==> config.mk <==
export PLATFORM = sky130hd
export DESIGN_NAME = button_conditioner
export DESIGN_NICKNAME = d
export VERILOG_FILES = /design/src/rtl/button_conditioner.sv
export SDC_FILE = /design/constraint.sdc
export NUM_CORES = 1
export LEC_CHECK = 0
export BUFFER_PORTS_ARGS = -buffer_cell sky130_fd_sc_hd__buf_4
export CAP_MARGIN = 5
export CORE_MARGIN = 10
export CORE_UTILIZATION = 50
export CTS_BUF_LIST = sky130_fd_sc_hd__clkbuf_4 sky130_fd_sc_hd__clkbuf_8
export DETAILED_ROUTE_END_ITERATION = 7
export PLACE_DENSITY = 0.66
export SLEW_MARGIN = 20
export SYNTH_ARGS = -nofsm -noshare
export SYNTH_HDL_FRONTEND = slang
export SYNTH_SLANG_ARGS = --single-unit
export TNS_END_PERCENT = 5
==> constraint.sdc <==
create_clock -name i_clk -period 3.4 [get_ports i_clk]
set_input_delay 0.51 -clock i_clk [delete_from_list [all_inputs] [get_ports i_clk]]
set_output_delay 0.51 -clock i_clk [all_outputs]
set_load 0.01 [all_outputs]
==> src/rtl/button_conditioner.sv <==
// button_conditioner: synchronises and debounces the two active-low theta step
// buttons and turns each accepted press into a one-cycle strobe.
// Optional hold-to-repeat is compiled in when BUTTON_AUTOREPEAT_EN is defined;
// without it each accepted press yields exactly one strobe.

// One button channel: 2-FF synchroniser, stable-count debounce, strobe FSM.
module button_channel #(
    parameter int unsigned DEBOUNCE_CYCLES = 500000,
`ifdef BUTTON_AUTOREPEAT_EN
    parameter int unsigned REPEAT_DELAY    = 25000000,
    parameter int unsigned REPEAT_PERIOD   = 5000000,
`endif
    parameter int unsigned CNT_W           = 26
) (
    input  logic i_clk,
    input  logic i_reset,
    input  logic raw_n,
    input  logic other_held,
    output logic held,
    output logic strobe
);
    localparam logic [CNT_W-1:0] DB_LAST = CNT_W'(DEBOUNCE_CYCLES - 1);

    logic             sync_q1;
    logic             sync_q2;
    logic             held_d;
    logic [CNT_W-1:0] db_cnt;
    logic             pressed_sync;
    logic             flip_c;
    logic             release_c;
    logic             press_edge_c;

    assign pressed_sync = ~sync_q2;
    assign flip_c       = (pressed_sync != held) && (db_cnt == DB_LAST);
    // Release flip is acted on in the same cycle so a repeat due now is dropped.
    assign release_c    = flip_c && held;
    assign press_edge_c = held && !held_d;

    // Two-stage synchroniser; resets to the released (high) level.
    always_ff @(posedge i_clk or negedge i_reset) begin
        if (!i_reset) begin
            sync_q1 <= 1'b1;
            sync_q2 <= 1'b1;
        end else begin
            sync_q1 <= raw_n;
            sync_q2 <= sync_q1;
        end
    end

    // Stable-count filter: level accepted only after DEBOUNCE_CYCLES differing cycles.
    always_ff @(posedge i_clk or negedge i_reset) begin
        if (!i_reset) begin
            db_cnt <= '0;
            held   <= 1'b0;
            held_d <= 1'b0;
        end else begin
            held_d <= held;
            if (pressed_sync == held) begin
                db_cnt <= '0;
            end else if (db_cnt == DB_LAST) begin
                held   <= pressed_sync;
                db_cnt <= '0;
            end else begin
                db_cnt <= db_cnt + CNT_W'(1);
            end
        end
    end

`ifdef BUTTON_AUTOREPEAT_EN
    typedef enum logic [1:0] {IDLE, DELAY, REPEAT} state_t;

    localparam logic [CNT_W-1:0] RD_LAST = CNT_W'(REPEAT_DELAY - 1);
    localparam logic [CNT_W-1:0] RP_LAST = CNT_W'(REPEAT_PERIOD - 1);

    state_t           state;
    logic [CNT_W-1:0] timer;

    // Press strobe, then repeat strobes; frozen while the other button is held.
    always_ff @(posedge i_clk or negedge i_reset) begin
        if (!i_reset) begin
            state  <= IDLE;
            timer  <= '0;
            strobe <= 1'b0;
        end else begin
            strobe <= 1'b0;
            if (!held || release_c) begin
                state <= IDLE;
                timer <= '0;
            end else begin
                case (state)
                    IDLE: begin
                        if (press_edge_c && !other_held) begin
                            state  <= DELAY;
                            timer  <= '0;
                            strobe <= 1'b1;
                        end
                    end
                    DELAY: begin
                        if (!other_held) begin
                            if (timer == RD_LAST) begin
                                state  <= REPEAT;
                                timer  <= '0;
                                strobe <= 1'b1;
                            end else begin
                                timer <= timer + CNT_W'(1);
                            end
                        end
                    end
                    REPEAT: begin
                        if (!other_held) begin
                            if (timer == RP_LAST) begin
                                timer  <= '0;
                                strobe <= 1'b1;
                            end else begin
                                timer <= timer + CNT_W'(1);
                            end
                        end
                    end
                    default: begin
                        state <= IDLE;
                        timer <= '0;
                    end
                endcase
            end
        end
    end
`else
    typedef enum logic {IDLE, PRESSED} state_t;

    state_t state;

    // One strobe per accepted press; a press seen while the other is held is ignored.
    always_ff @(posedge i_clk or negedge i_reset) begin
        if (!i_reset) begin
            state  <= IDLE;
            strobe <= 1'b0;
        end else begin
            strobe <= 1'b0;
            if (!held || release_c) begin
                state <= IDLE;
            end else begin
                case (state)
                    IDLE: begin
                        if (press_edge_c && !other_held) begin
                            state  <= PRESSED;
                            strobe <= 1'b1;
                        end
                    end
                    PRESSED: state <= PRESSED;
                endcase
            end
        end
    end
`endif

endmodule

// Top: increase and decrease channels cross-coupled for mutual exclusion.
module button_conditioner #(
    parameter int unsigned DEBOUNCE_CYCLES = 500000,
    parameter int unsigned REPEAT_DELAY    = 25000000,
    parameter int unsigned REPEAT_PERIOD   = 5000000,
    parameter int unsigned CNT_W           = 26
) (
    input  logic       i_clk,
    input  logic       i_reset,
    input  logic       i_increase,
    input  logic       i_decrease,
    output logic       o_inc,
    output logic       o_dec,
    output logic [1:0] o_held
);
    localparam longint unsigned CNT_SPAN = 64'(1) << CNT_W;

    // Counters must hold every configured terminal count.
    if ((CNT_SPAN <= 64'(DEBOUNCE_CYCLES)) || (CNT_SPAN <= 64'(REPEAT_DELAY)) ||
        (CNT_SPAN <= 64'(REPEAT_PERIOD))) begin : g_cnt_w_check
        $error("button_conditioner: CNT_W too small for configured cycle counts");
    end

    logic held_inc;
    logic held_dec;

    button_channel #(
        .DEBOUNCE_CYCLES (DEBOUNCE_CYCLES),
`ifdef BUTTON_AUTOREPEAT_EN
        .REPEAT_DELAY    (REPEAT_DELAY),
        .REPEAT_PERIOD   (REPEAT_PERIOD),
`endif
        .CNT_W           (CNT_W)
    ) u_inc (
        .i_clk      (i_clk),
        .i_reset    (i_reset),
        .raw_n      (i_increase),
        .other_held (held_dec),
        .held       (held_inc),
        .strobe     (o_inc)
    );

    button_channel #(
        .DEBOUNCE_CYCLES (DEBOUNCE_CYCLES),
`ifdef BUTTON_AUTOREPEAT_EN
        .REPEAT_DELAY    (REPEAT_DELAY),
        .REPEAT_PERIOD   (REPEAT_PERIOD),
`endif
        .CNT_W           (CNT_W)
    ) u_dec (
        .i_clk      (i_clk),
        .i_reset    (i_reset),
        .raw_n      (i_decrease),
        .other_held (held_inc),
        .held       (held_dec),
        .strobe     (o_dec)
    );

    assign o_held = {held_inc, held_dec};

endmodule

Yosys cells after proc, flatten, opt, wreduce, memory -nomap -nowiden:

Cells that the tools add are included.

* bits in registers: 64
* input port bits: 4
* output and inout bits: 4
* word-level logic and storage cells: 58

* add/subtract/negate cells: 2
* eq/ne operators: 6
* muxes and demuxes: 14
* bitwise gates (word level): 6
* reduce and logical (&&, ||, !) cells: 16

Operator list (number)
* $mux W26: 4
* $add A26 B1 Y26 const B: 2
* $eq A26 B19 Y1 const B: 2
* $logic_and A1 B1 Y1: 8
* $mux W1: 8
* $not A1 Y1: 6
* $logic_not A1 Y1: 4
* $pmux W1 S2: 2
* $reduce_and A2 Y1: 2
* $eq A1 B1 Y1: 2
* $logic_or A1 B1 Y1: 2
* $ne A1 B1 Y1: 2

Longest topological paths before layout:

* word-level depth: 6
* depth in mapped cells: 6
* mapped depth without buffers: 5

Modules after synthesis:

Synthesis repeated with hierarchy kept, for this count alone.

* cells, all modules: 314
* area total of the unflattened synthesis: 3120.5 sq um

By module, submodules not included
* button_channel: instances 2, cells each 156, area each 1552.7 sq um, sequential area each 803.3 sq um
* button_conditioner: instances 1, cells each 2, area each 15.0 sq um, sequential area each 0.0 sq um

Worst setup path after synthesis:

No wires, ideal clock.

* path type: reg2reg
* start point: reg u_inc.db_cnt[14]
* end point: reg u_inc.db_cnt[17]
* setup time: 0.130 ns
* arrival time: 1.818 ns
* required time: 3.270 ns
* slack: 1.452 ns
* cell stages (with the launch flop): 6
* path buffers: 1
* clock period less this slack: 1.948 ns
* cells stage by stage: dfrtp_1 -> or4_1 -> or4_1 -> o21ai_2 -> buf_4 -> a21oi_1

* word-level cells in the longest chain between the ends: 3
* elaborated cells on any way between the ends: 4
* those cells by class: 1 x add/sub; 1 x eq/ne; 2 x mux

Ends and longest elaborated chain
* from (decl): RTL line 27 `logic [CNT_W-1:0] db_cnt;`
* from (signal assigned): RTL line 64 `db_cnt <= db_cnt + CNT_W'(1);`
* $add A26 B1 Y26 / $eq A26 B19 Y1 (equally long branches): RTL line 64, 60
* $mux W26 (*): RTL line 60 `end else if (db_cnt == DB_LAST) begin`
* $mux W26 (*): RTL line 58 `if (pressed_sync == held) begin`

Mark *: on every way between the ends. The rest lies on a longest branch, timed or not.
A chain may end at the register's enable or synchronous reset.

Final worst setup path:

* start point: reg u_inc.db_cnt[19]
* end point: reg u_inc.db_cnt[19]

The elaborated chain is that of the path after synthesis.

==> results.sh <==
export IMPL_outcome="complete, no violations"
export IMPL_fin_nets=340
export IMPL_crit_arrival_ns=2.43
export IMPL_post_route_period_util_pct=65.2
export IMPL_rsz0062_at_grt="no"
export IMPL_clk_latency_ns=0.34
export IMPL_grt_pass1_vias=2259
export IMPL_top_regs="u_dec.db_cnt (26), u_inc.db_cnt (26)"
export IMPL_drc=0
export IMPL_critPathRequiredTime_ns=3.62
export IMPL_layout_min_cycle_time_ns=2.22
export IMPL_diodes=0
export IMPL_fp_row_count=29
export IMPL_antenna_found_initial=0
export IMPL_r2r_start="u_inc.db_cnt[19]$_DFF_PN0_"
export IMPL_numCtsBuffers=9
export IMPL_fin_skew_ns=0.00577
export IMPL_wl_per_cell_um=14.9
export IMPL_vias=2438
export IMPL_drive_gt1_share_pct=10.6
export IMPL_synth_xor_area_share_pct=8.51
export IMPL_post_cts_resized=0
export IMPL_p_leak_uw=0.00136
export IMPL_fmaxAchievable_ghz=0.451
export IMPL_synth_edf_count=0
export IMPL_cp_start_kind="flop"
export IMPL_slew_headroom_pct=46.9
export IMPL_synthAdderAreaFrac_pct=0.784
export IMPL_dieArea_mm2=0.00998
export IMPL_cts_tree="done"
export IMPL_hp_class="in2async"
export IMPL_cts_path_max_buffers=2
export IMPL_die_w_um=99.9
export IMPL_synth_top_family_by_area="simple AND/OR/NAND/NOR gates"
export IMPL_synth_area_mm2=0.00319
export IMPL_worstRegToRegCells=5
export IMPL_cp_slowest_cell="or4_1"
export IMPL_finalMaxSlewViolations=0
export IMPL_grt_overflow=0
export IMPL_drtIter0Drc=78
export IMPL_routed_wl_um=6220
export IMPL_syn_nets=335
export IMPL_r2r_end="u_inc.db_cnt[19]$_DFF_PN0_"
export IMPL_crit_type="reg2reg"
export IMPL_cts_sink_count=64
export IMPL_worstMarginPinSlew_ns=0.797
export IMPL_cts_root_buf="clkbuf_8"
export IMPL_io_buffers=7
export IMPL_synthMuxAreaShare_pct=0.314
export IMPL_post_cts_buffers=0
export IMPL_ys_seq_elements=64
export IMPL_area_growth_pct=9.09
export IMPL_synthFlopType="dfrtp_1"
export IMPL_power_density_mw_per_mm2=426
export IMPL_crit_buf_inv=1
export IMPL_clkTransAtPathRegs_ns=0.07
export IMPL_post_layout_nonfiller_instances=416
export IMPL_setup_violations=0
export IMPL_fin_tns_setup_ns=0
export IMPL_power_total_uw=1480
export IMPL_grt_max_degree=65
export IMPL_ant_nets=0
export IMPL_yosys_warnings=0
export IMPL_path_cells="or4_1, or4_1, o21ai_2, buf_4, a21oi_1"
export IMPL_yosys_area_share_simple_pct=28.8
export IMPL_crit_fanout=9
export IMPL_finalHoldViolations=0
export IMPL_vias_per_cell=5.86
export IMPL_avgSynthCellArea_um2=9.70
export IMPL_synthDistinctLibCells=35
export IMPL_grt_pass1_wl_um=10800
export IMPL_drt_first_pass_iters=4
export IMPL_placed_cells=400
export IMPL_start_util_pct=50.8
export IMPL_crit_path_max_incr_delay_ns=0.55
export IMPL_rrSetupSlack_ns=1.18
export IMPL_synth_compound_area_share_pct=8.00
export IMPL_crit_path_end_kind="flop"
export IMPL_grt_util_all_layers_pct=13.1
export IMPL_dpl_hpwl_um=4150
export IMPL_gp_congestion=0.809
export IMPL_crit_family="simple AND/OR/NAND/NOR gates"
export IMPL_die_h_um=99.9
export IMPL_hold_buffers=0
export IMPL_htree_levels=3
export IMPL_cpMostUsedCell="or4_1"
export IMPL_maxCapViolations=0
export IMPL_ioPinCount=8
export IMPL_synthCells=329
export IMPL_irDropWorstVdd_mv=0.247
export IMPL_ys_seq_area_share_pct=50.3
export IMPL_async_flop_share_pct=100
export IMPL_core_area_mm2=0.00628
-- kinds of logic after synthesis --
logic type	after synthesis
XOR/XNOR	31
flip-flops	64
multiplexers	1
AND/OR/NAND/NOR	163
adder cells (fa/ha/maj)	2
AO/OA/AOI/OAI	46
buffers and inverters	22
-- worst max-delay path by stage --
stage	startpoint	slack [ns]	end	depth (start not counted)
6_report	u_inc.db_cnt[19]$_DFF_PN0_	1.18	u_inc.db_cnt[19]$_DFF_PN0_	5
5_1_grt	u_inc.db_cnt[14]$_DFF_PN0_	1.07	u_inc.db_cnt[25]$_DFF_PN0_	5
4_1_cts	u_inc.db_cnt[19]$_DFF_PN0_	1.18	u_inc.db_cnt[19]$_DFF_PN0_	5
3_5_place_dp	u_inc.db_cnt[19]$_DFF_PN0_	1.19	u_inc.db_cnt[19]$_DFF_PN0_	5
3_3_place_gp	u_inc.db_cnt[19]$_DFF_PN0_	1.22	u_inc.db_cnt[25]$_DFF_PN0_	5
2_1_floorplan	u_inc.db_cnt[14]$_DFF_PN0_	1.45	u_inc.db_cnt[17]$_DFF_PN0_	5
-- per-layer routing --
metal / up-vias / share of wire, % / track usage (%)
met5: - / 0 / 0
met4: 0 / 1.4 / 5.62
met3: 12 / 3.3 / 2.54
met2: 30 / 48 / 21.5
met1: 1177 / 47 / 16.4
li1: 1219 / - / -
-- per-stage QoR --
step	util (%)	cell area [um2]	hold WS (ns)	worst slack, ns
6_report	55.5	3480	0.228	1.18
2_1_floorplan	-	3190	0.214	1.45
4_1_cts	55.5	3480	0.267	1.18
5_1_grt	55.5	3480	0.266	1.07
3_3_place_gp	52.3	3280	0.345	1.22
3_5_place_dp	52.3	3280	0.347	1.19
-- layout by cell type, fill, tap and decap left out, types with 2 or more instances in the layout --
master	count
or3_1	8
nand2_1	18
nand4b_1	2
dfstp_2	4
and4_1	12
nand3b_1	2
nor2_1	44
o31ai_1	8
a21oi_1	22
xor2_1	13
clkbuf_8	10
nor4b_1	4
inv_1	6
dfrtp_1	60
nand4_1	17
and3_1	2
or4_4	2
nand3_1	18
o21ai_0	13
or4_1	9
xnor2_1	18
clkinv_2	2
ha_1	2
buf_4	10
nor4_1	13
nor3_1	9
-- worst register-to-register path: cells and delay by family, from the launching register on --
kind                   cells  cell delay, ns
AND/OR/NAND/NOR            2            1.06
flip-flops                 1            0.40
AO/OA/AOI/OAI              2            0.40
buffers and inverters      1            0.24
-- area by class of cell --
class / count / area, um2
repair buffers: 10 / 75.1
inverters: 6 / 22.5
well taps: 77 / 96.3
flip-flops and latches: 64 / 1610
fillers: 551 / 2800
multi-input cells: 243 / 1480
clock buffers: 11 / 145
clock inverters: 5 / 56.3
-- report_power, final --
part	internal [uW]	total, uW	leakage, uW	switching, uW
combinational	11.6	42.9	0.000383	31.2
clock	365	659	0.000103	294
sequential	771	780	0.000876	8.78
total	1150	1480	0.00136	334
-- synthesized netlist by cell type, types with 2 or more instances --
| cell type | instances | area share [%] |
|---|---|---|
| a21oi_1 | 22 | 3.4 |
| and3_1 | 2 | 0.39 |
| and4_1 | 12 | 3.3 |
| buf_2 | 3 | 0.47 |
| buf_4 | 4 | 0.94 |
| clkbuf_1 | 5 | 0.59 |
| clkbuf_2 | 3 | 0.47 |
| dfrtp_1 | 60 | 47 |
| dfstp_2 | 4 | 3.3 |
| ha_1 | 2 | 0.78 |
| inv_1 | 6 | 0.71 |
| nand2_1 | 18 | 2.1 |
| nand3_1 | 18 | 2.8 |
| nand3b_1 | 2 | 0.47 |
| nand4_1 | 17 | 3.3 |
| nand4b_1 | 2 | 0.55 |
| nor2_1 | 44 | 5.2 |
| nor3_1 | 9 | 1.4 |
| nor4_1 | 13 | 2.5 |
| nor4b_1 | 4 | 1.1 |
| o21ai_0 | 13 | 2.0 |
| o31ai_1 | 8 | 1.9 |
| or3_1 | 8 | 1.6 |
| or4_1 | 9 | 2.1 |
| or4_4 | 2 | 0.71 |
| xnor2_1 | 18 | 4.9 |
| xor2_1 | 13 | 3.6 |
(Power assumes the default switching activity.)
